### src/rtl/glyph_renderer.sv
// Character glyph rasteriser: fetches a font bitmap per draw command and streams
// scaled fg/bg pixel writes in screen raster order, honouring output backpressure.
module glyph_renderer #(
    parameter int GLYPH_W     = 8,
    parameter int GLYPH_H     = 16,
    parameter int SCALE       = 1,
    parameter int X_W         = 8,
    parameter int Y_W         = 7,
    parameter int COLOR_W     = 3,
    parameter int TRANSPARENT = 0
) (
    input  logic                       clock,
    input  logic                       resetn,
    input  logic                       in_valid,
    output logic                       in_ready,
    input  logic [6:0]                 in_char,
    input  logic [X_W-1:0]             in_x,
    input  logic [Y_W-1:0]             in_y,
    input  logic [COLOR_W-1:0]         in_fg,
    input  logic [COLOR_W-1:0]         in_bg,
    output logic [6:0]                 font_char,
    input  logic [GLYPH_W*GLYPH_H-1:0] font_bits,
    output logic                       plot,
    input  logic                       out_ready,
    output logic [X_W-1:0]             out_x,
    output logic [Y_W-1:0]             out_y,
    output logic [COLOR_W-1:0]         out_color,
    output logic                       busy,
    output logic                       done
);
    localparam int NB = GLYPH_W * GLYPH_H;
    localparam int CW = (GLYPH_W > 1) ? $clog2(GLYPH_W) : 1;
    localparam int RW = (GLYPH_H > 1) ? $clog2(GLYPH_H) : 1;
    localparam int SW = (SCALE > 1) ? $clog2(SCALE) : 1;
    localparam int BW = (NB > 1) ? $clog2(NB) : 1;

    localparam logic [1:0] S_IDLE  = 2'd0;
    localparam logic [1:0] S_FETCH = 2'd1;
    localparam logic [1:0] S_DRAW  = 2'd2;

    typedef struct packed {
        logic [X_W-1:0]     x;
        logic [Y_W-1:0]     y;
        logic [COLOR_W-1:0] fg;
        logic [COLOR_W-1:0] bg;
    } cmd_t;

    logic [1:0]     state;
    cmd_t           cmd;
    logic [NB-1:0]  bitmap;
    logic [CW-1:0]  col;
    logic [RW-1:0]  row;
    logic [SW-1:0]  sx, sy;
    logic [X_W-1:0] x_acc;     // col*SCALE
    logic [Y_W-1:0] y_acc;     // row*SCALE
    logic [BW-1:0]  row_base;  // bitmap index of column 0 in the current row

    logic drawing, pix_bit, advance;
    logic last_sx, last_col, last_sy, last_row;

    assign drawing  = (state == S_DRAW);
    assign pix_bit  = bitmap[row_base - BW'(col)];
    assign plot     = drawing && (pix_bit || (TRANSPARENT == 0));
    assign advance  = drawing && (!plot || out_ready);
    assign last_sx  = (sx  == SW'(SCALE - 1));
    assign last_col = (col == CW'(GLYPH_W - 1));
    assign last_sy  = (sy  == SW'(SCALE - 1));
    assign last_row = (row == RW'(GLYPH_H - 1));

    assign in_ready  = (state == S_IDLE);
    assign busy      = !in_ready;
    assign out_x     = drawing ? cmd.x + x_acc + X_W'(sx) : '0;
    assign out_y     = drawing ? cmd.y + y_acc + Y_W'(sy) : '0;
    assign out_color = drawing ? (pix_bit ? cmd.fg : cmd.bg) : '0;

    always_ff @(posedge clock) begin
        if (!resetn) begin
            state     <= S_IDLE;
            cmd       <= '0;
            bitmap    <= '0;
            font_char <= 7'h20;
            col       <= '0;
            row       <= '0;
            sx        <= '0;
            sy        <= '0;
            x_acc     <= '0;
            y_acc     <= '0;
            row_base  <= '0;
            done      <= 1'b0;
        end else begin
            done <= 1'b0;
            case (state)
                S_IDLE: begin
                    if (in_valid) begin
                        cmd       <= '{x: in_x, y: in_y, fg: in_fg, bg: in_bg};
                        font_char <= in_char;
                        state     <= S_FETCH;
                    end
                end
                S_FETCH: begin
                    bitmap   <= font_bits;
                    col      <= '0;
                    row      <= '0;
                    sx       <= '0;
                    sy       <= '0;
                    x_acc    <= '0;
                    y_acc    <= '0;
                    row_base <= BW'(NB - 1);
                    state    <= S_DRAW;
                end
                S_DRAW: begin
                    if (advance) begin
                        // nested wrap: sx -> col -> sy -> row
                        if (!last_sx) begin
                            sx <= sx + SW'(1);
                        end else begin
                            sx <= '0;
                            if (!last_col) begin
                                col   <= col + CW'(1);
                                x_acc <= x_acc + X_W'(SCALE);
                            end else begin
                                col   <= '0;
                                x_acc <= '0;
                                if (!last_sy) begin
                                    sy <= sy + SW'(1);
                                end else begin
                                    sy <= '0;
                                    if (!last_row) begin
                                        row      <= row + RW'(1);
                                        y_acc    <= y_acc + Y_W'(SCALE);
                                        row_base <= row_base - BW'(GLYPH_W);
                                    end else begin
                                        state <= S_IDLE;
                                        done  <= 1'b1;
                                    end
                                end
                            end
                        end
                    end
                end
                default: state <= S_IDLE;
            endcase
        end
    end
endmodule

### config.mk
export PLATFORM = sky130hd
export DESIGN_NAME = glyph_renderer
export DESIGN_NICKNAME = d
export VERILOG_FILES = /design/src/rtl/glyph_renderer.sv
export SDC_FILE = /design/constraint.sdc
export NUM_CORES = 1
export LEC_CHECK = 0
export ABC_CLOCK_PERIOD_IN_PS = 4200
export CORE_ASPECT_RATIO = 0.75
export CORE_UTILIZATION = 30
export DETAILED_ROUTE_END_ITERATION = 7
export PLACE_DENSITY_LB_ADDON = 0.12
export REMOVE_ABC_BUFFERS = 1
export SETUP_SLACK_MARGIN = 0.2
export SKIP_CTS_REPAIR_TIMING = 1
export SYNTH_ARGS = -nofsm -noshare
export SYNTH_HDL_FRONTEND = slang
export SYNTH_SLANG_ARGS = --single-unit
### constraint.sdc
create_clock -name clock -period 4.2 [get_ports clock]
set_input_delay 0.63 -clock clock [delete_from_list [all_inputs] [get_ports clock]]
set_output_delay 0.63 -clock clock [all_outputs]
set_load 0.05 [all_outputs]
==> Yosys cells after proc, flatten, opt, wreduce, memory -nomap -nowiden <==
Index checks and enable logic that the tools add are counted.
{ "totals": {"reg_bits": 190, "in_bits": 160, "out_inout_bits": 29, "word_cells": 104} }
{ "classes": {"n_addsub": 12, "magnitude_cmp": 1, "n_eq_ne": 11, "n_mux": 48, "bitwise": 4, "n_reduce_logical": 13} }
{ "op_table": {"columns": ["operator", "count"], "rows": [
  ["$mux W7", 11],
  ["$mux W8", 4],
  ["$pmux W7 S2", 2],
  ["$mux W4", 5],
  ["$pmux W8 S2", 1],
  ["$mux W3", 5],
  ["$mux W2", 6],
  ["$reduce_and A6 Y1", 2],
  ["$add A8 B1 Y8", 1],
  ["$add A8 B1 Y8 const B", 1],
  ["$add A8 B8 Y8", 1],
  ["$lt A7 B8 Y1 const B", 1],
  ["$mux W1", 8],
  ["$ne A2 B2 Y1 const B", 4],
  ["$pmux W4 S2", 1],
  ["$add A7 B1 Y7", 1],
  ["$add A7 B1 Y7 const B", 1],
  ["$add A7 B7 Y7", 1],
  ["$bmux W1 S7", 1],
  ["$sub A7 B3 Y7", 1],
  ["$sub A7 B4 Y7 const B", 1],
  ["$ne A2 B1 Y1 const B", 3],
  ["$pmux W2 S3", 1],
  ["$pmux W3 S2", 1],
  ["18 further kinds", 25]
]} }

==> Logic depth before layout (Yosys ltp) <==
{ "depth": {"depth_word": 7, "depth_mapped": 12, "mapped_depth_nobuf": 10} }

==> Worst setup path after synthesis <==
Ideal clock, no wire load.
{ "synth_timing": {"kind": "reg2out", "startpoint": "register row_base[1]", "endpoint": "output out_color[0]", "arrival_ps": 3673, "required_ps": 3570, "slack_ps": -103, "path_stages_with_launch": 13, "path_cell_list": "dfxtp_1 > inv_1 > ha_1 > fa_1 > clkbuf_1 > buf_1 > mux4_2 > mux2i_1 > o21ai_0 > mux2i_1 > nor4_1 > nor4_2 > mux2i_1"} }
{ "synth_via": {"elab_chain_cells": 5} }
{ "synth_rtl": {"columns": ["element", "line_no", "rtl"], "rows": [
  ["start, declared", "56", "logic [BW-1:0] row_base;"],
  ["start signal, assigned", "108", "row_base <= BW'(NB - 1);"],
  ["start signal, assigned", "131", "row_base <= row_base - BW'(GLYPH_W);"],
  ["$sub A7 B3 Y7", "62", "assign pix_bit = bitmap[row_base - BW'(col)];"],
  ["$bmux W1 S7", "62", null],
  ["$mux W1 (implied by the code)", "62", null],
  ["$mux W3 (2 in a row)", "74", "assign out_color = drawing ? (pix_bit ? cmd.fg : cmd.bg) : '0;"],
  ["end, declared", "27", "output logic [COLOR_W-1:0] out_color,"]
]} }
Every way passes these cells. The select of a mux whose other input is x is not followed.

==> Worst setup path after layout <==
{ "layout_timing": {"startpoint": "register row_base[1]", "endpoint": "output out_color[2]"} }
Same word-level chain as after synthesis.

==> metrics.md <==
| Metric | Value |
|---|---|
| Status | finished, violations left |
| Failing checks | negative setup slack |
| Comb pwr share | 19.9% |
| CP arrival | 3.82 ns |
| Relative slew slack | 28.6% |
| Final RePlAce weighted congestion | 0.786 |
| Static Leakage | 4.46 nW |
| Startpoint types | flip-flop |
| Flop pwr share | 43.1% |
| Net Sw Power | 1.20 mW |
| Port bufs | 188 |
| Core Area | 29300 um2 |
| Number of I/O pins | 189 |
| Worst path slowest cell | fa_2 |
| Reg-to-reg setup timing slack | 1.39 ns |
| Hold_ws | 0.462 ns |
| Worst R2R Start | state[1] |
| Final Critical Period | 4.45 ns |
| Global-route wire length before repair | 39000 um |
| Ant diodes | 0 |
| Critical Path Most Common Cell | buf_4 |
| YS warnings | 0 |
| Grt ovf | 0 |
| Mapped Area | 9020 um2 |
| Register area share after synthesis | 41.3% |
| Clk Tree Root Cell | clkbuf_16 |
| Clock-pin slew on the worst setup and hold paths | 0.07 ns |
| Worst Slack Setup Final | -0.249 ns |
| Detailed router's first-iteration violation count | 360 |
| Setup TNS | -0.740 ns |
| Htree depth | 4 |
| Crit Path Max Fanout | 8 |
| Fmax | 225 MHz |
| Final Net Count | 1358 |
| Switching share of power | 27.1% |
| Cells after Synth | 1019 |
| Max-Cap Viols | 0 |
| Final Max Tran Viols | 0 |
| CTS Sinks | 186 |
| EDFF count, synth | 0 |
| CP max stage delay | 0.61 ns |
| WHS Path Cells | 2 |
| TritonCTS clock tree | built |
| CP Cell Sequence | inv_4 -> ha_4 -> fa_2 -> buf_4 -> mux4_2 -> mux2i_2 -> o21ai_0 -> mux2i_1 -> nor4_1 -> nor4_2 -> buf_4 -> mux2i_4 -> buf_12 |
| Later-pin clock latency in the skew report | 0.43 ns |
| Iteration count of the initial detailed-routing pass | 4 |
| Pre-CTS setup slack | -0.158 ns |
| Crit path kind | flip-flop to output pin |
| Tcrit/Tclk final | 106% |
| DRC | 0 |
| CP endpoint kind | output pin |
| Vias in the first global route | 6991 |
| Final Util | 40.7% |
| Worst-Margin Slew | 1.07 ns |
| Routed Antenna Nets | 0 |
| Top delay family on crit path | multiplexers |
| R2R Path End | y_acc[6] |
| Netlist cell types | 49 |
| Largest net degree at the start of global routing | 82 |
| CTS Buf Count | 17 |
| Detailed Place HPWL | 18200 um |
| Worst hold path class | flip-flop to flip-flop |
| Worst EP required | 3.57 ns |
| Setup Viol. Count Final | 3 |
| Peak VDD IR | 0.235 mV |
| P_int | 3.23 mW |
| Rows | 54 |
| Worst Skew | 0.00910 ns |
| Die X | 202 um |
| Hold_sp | bitmap[108] |
| Vias | 7191 |
| Unrepaired setup endpoints after global routing | true |
| Die area | 30800 um2 |
| Worst min-delay path endpoint | bitmap[108] |
| Share of layout cells above drive strength 1 | 8.46% |
| Final instance area | 11900 um2 |
| Initial Utilization | 30.7% |
| Fraction of registers with async set/reset | 0% |
| Critical path buffers and inverters | 4 |
| Post-DP Area | 11200 um2 |
| Deepest clock path buffer count | 2 |
| Syn Area/Cell | 8.85 um2 |
| Endpoints failing hold | 0 |
| Clock share of power | 36.9% |
| Vias per cell | 4.57 |
| Pwr per Cell Area | 372 nW/um2 |
| Gr usage total | 16.0% |
| Initial antenna violation count | 0 |
| Die Height | 152 um |
| #FFs+latches synth | 186 |
| Most common flop cell mapped by yosys | dfxtp_1 |
| Area Overhead vs Synth | 32.2% |
| Reg2reg path depth | 8 |
| DR WL/cell | 15.6 um |
| Drt total wl | 24500 um |
-- power groups by stage --
stage               Sequential [mW]  Combinational, mW  Clock (mW)
floorplan                      1.95              0.492           0
global placement               1.96              0.853           0
detailed placement             1.95              0.866           0
CTS                            1.91              0.870        1.70
global route                   1.92              0.975        1.75
finish                         1.91              0.885        1.64
-- stage by stage --
step                std cells  total power [mW]
floorplan                 948              2.44
global placement         1542              2.81
detailed placement       1542              2.82
CTS                      1572              4.48
global route             1574              4.65
finish                   1574              4.44
-- cells by family (layout without fill, tap and decap cells) --
family	Yosys count	after routing	synth area share (%)
adder cells (fa/ha/maj)	27	27	4.00
multiplexers	61	61	11.3
XOR/XNOR	33	33	3.29
buffers and inverters	84	247	4.25
AND/OR/NAND/NOR	424	424	19.3
AO/OA/AOI/OAI	204	204	16.6
flip-flops	186	186	41.3
-- final cells by class --
cell class,instances,area (um2)
fillers,3047,17400
multi-input cells,749,5000
flip-flops and latches,186,3720
repair buffers,204,2070
well taps,392,490
clock buffers,19,433
clock inverters,11,149
inverters,13,51.3
-- sequential cells by signal, indices dropped and copies added (netlist names) --
register   flops
x_acc          8
state          2
y_acc          7
done           1
row_base       5
font_char      7
bitmap       128
cmd           21
col            3
row            4
-- worst max-delay path by stage --
stage,from,end,slack [ns],cells past startpoint
3_5_place_dp,row_base[1],out_color[2],-0.16,13
4_1_cts,row_base[1],out_color[2],-0.64,13
5_1_grt,row_base[1],out_color[2],-0.44,13
6_report,row_base[1],out_color[2],-0.25,13
3_3_place_gp,row_base[1],out_color[1],-0.08,13
2_1_floorplan,state[0],state[1],-0.79,2
-- worst min-delay path: cells and delay by family, from the launching register on --
family | cells | cell delay (ns)
flip-flops | 1 | 0.31
AO/OA/AOI/OAI | 1 | 0.06
AND/OR/NAND/NOR | 1 | 0.05
-- layer usage --
layer | wire length, um | global-route usage (%) | part of all wire [%]
met5 | 0 | 0 | 0
met4 | 79 | 3.54 | 0.32
met3 | 919 | 3.17 | 3.7
met2 | 10400 | 22.8 | 43
met1 | 13100 | 24.6 | 53
-- cell usage after synthesis (7+ instances only) --
cell type	count	area share, %
a21oi_1	10	0.56
o21ai_0	12	0.67
inv_1	12	0.50
mux4_2	31	7.7
nand3_1	18	1.0
ha_1	24	3.3
nand2_1	334	14
xor2_1	16	1.6
nor2_1	31	1.3
a21boi_0	159	13
dfxtp_1	186	41
a21o_1	11	0.92
clkbuf_1	55	2.3
xnor2_1	16	1.6
and2_1	7	0.49
mux2i_1	29	3.2
-- cells in the final DEF, fill, tap and decap left out, drive strengths merged, types with 19 or more instances in the layout --
master,instances
nand2,334
dfxtp,186
clkdlybuf4s50,184
a21boi,159
mux4,32
nor2,31
mux2i,29
ha,24
buf,20
clkbuf,19
Power figures use the tool's default switching activity.
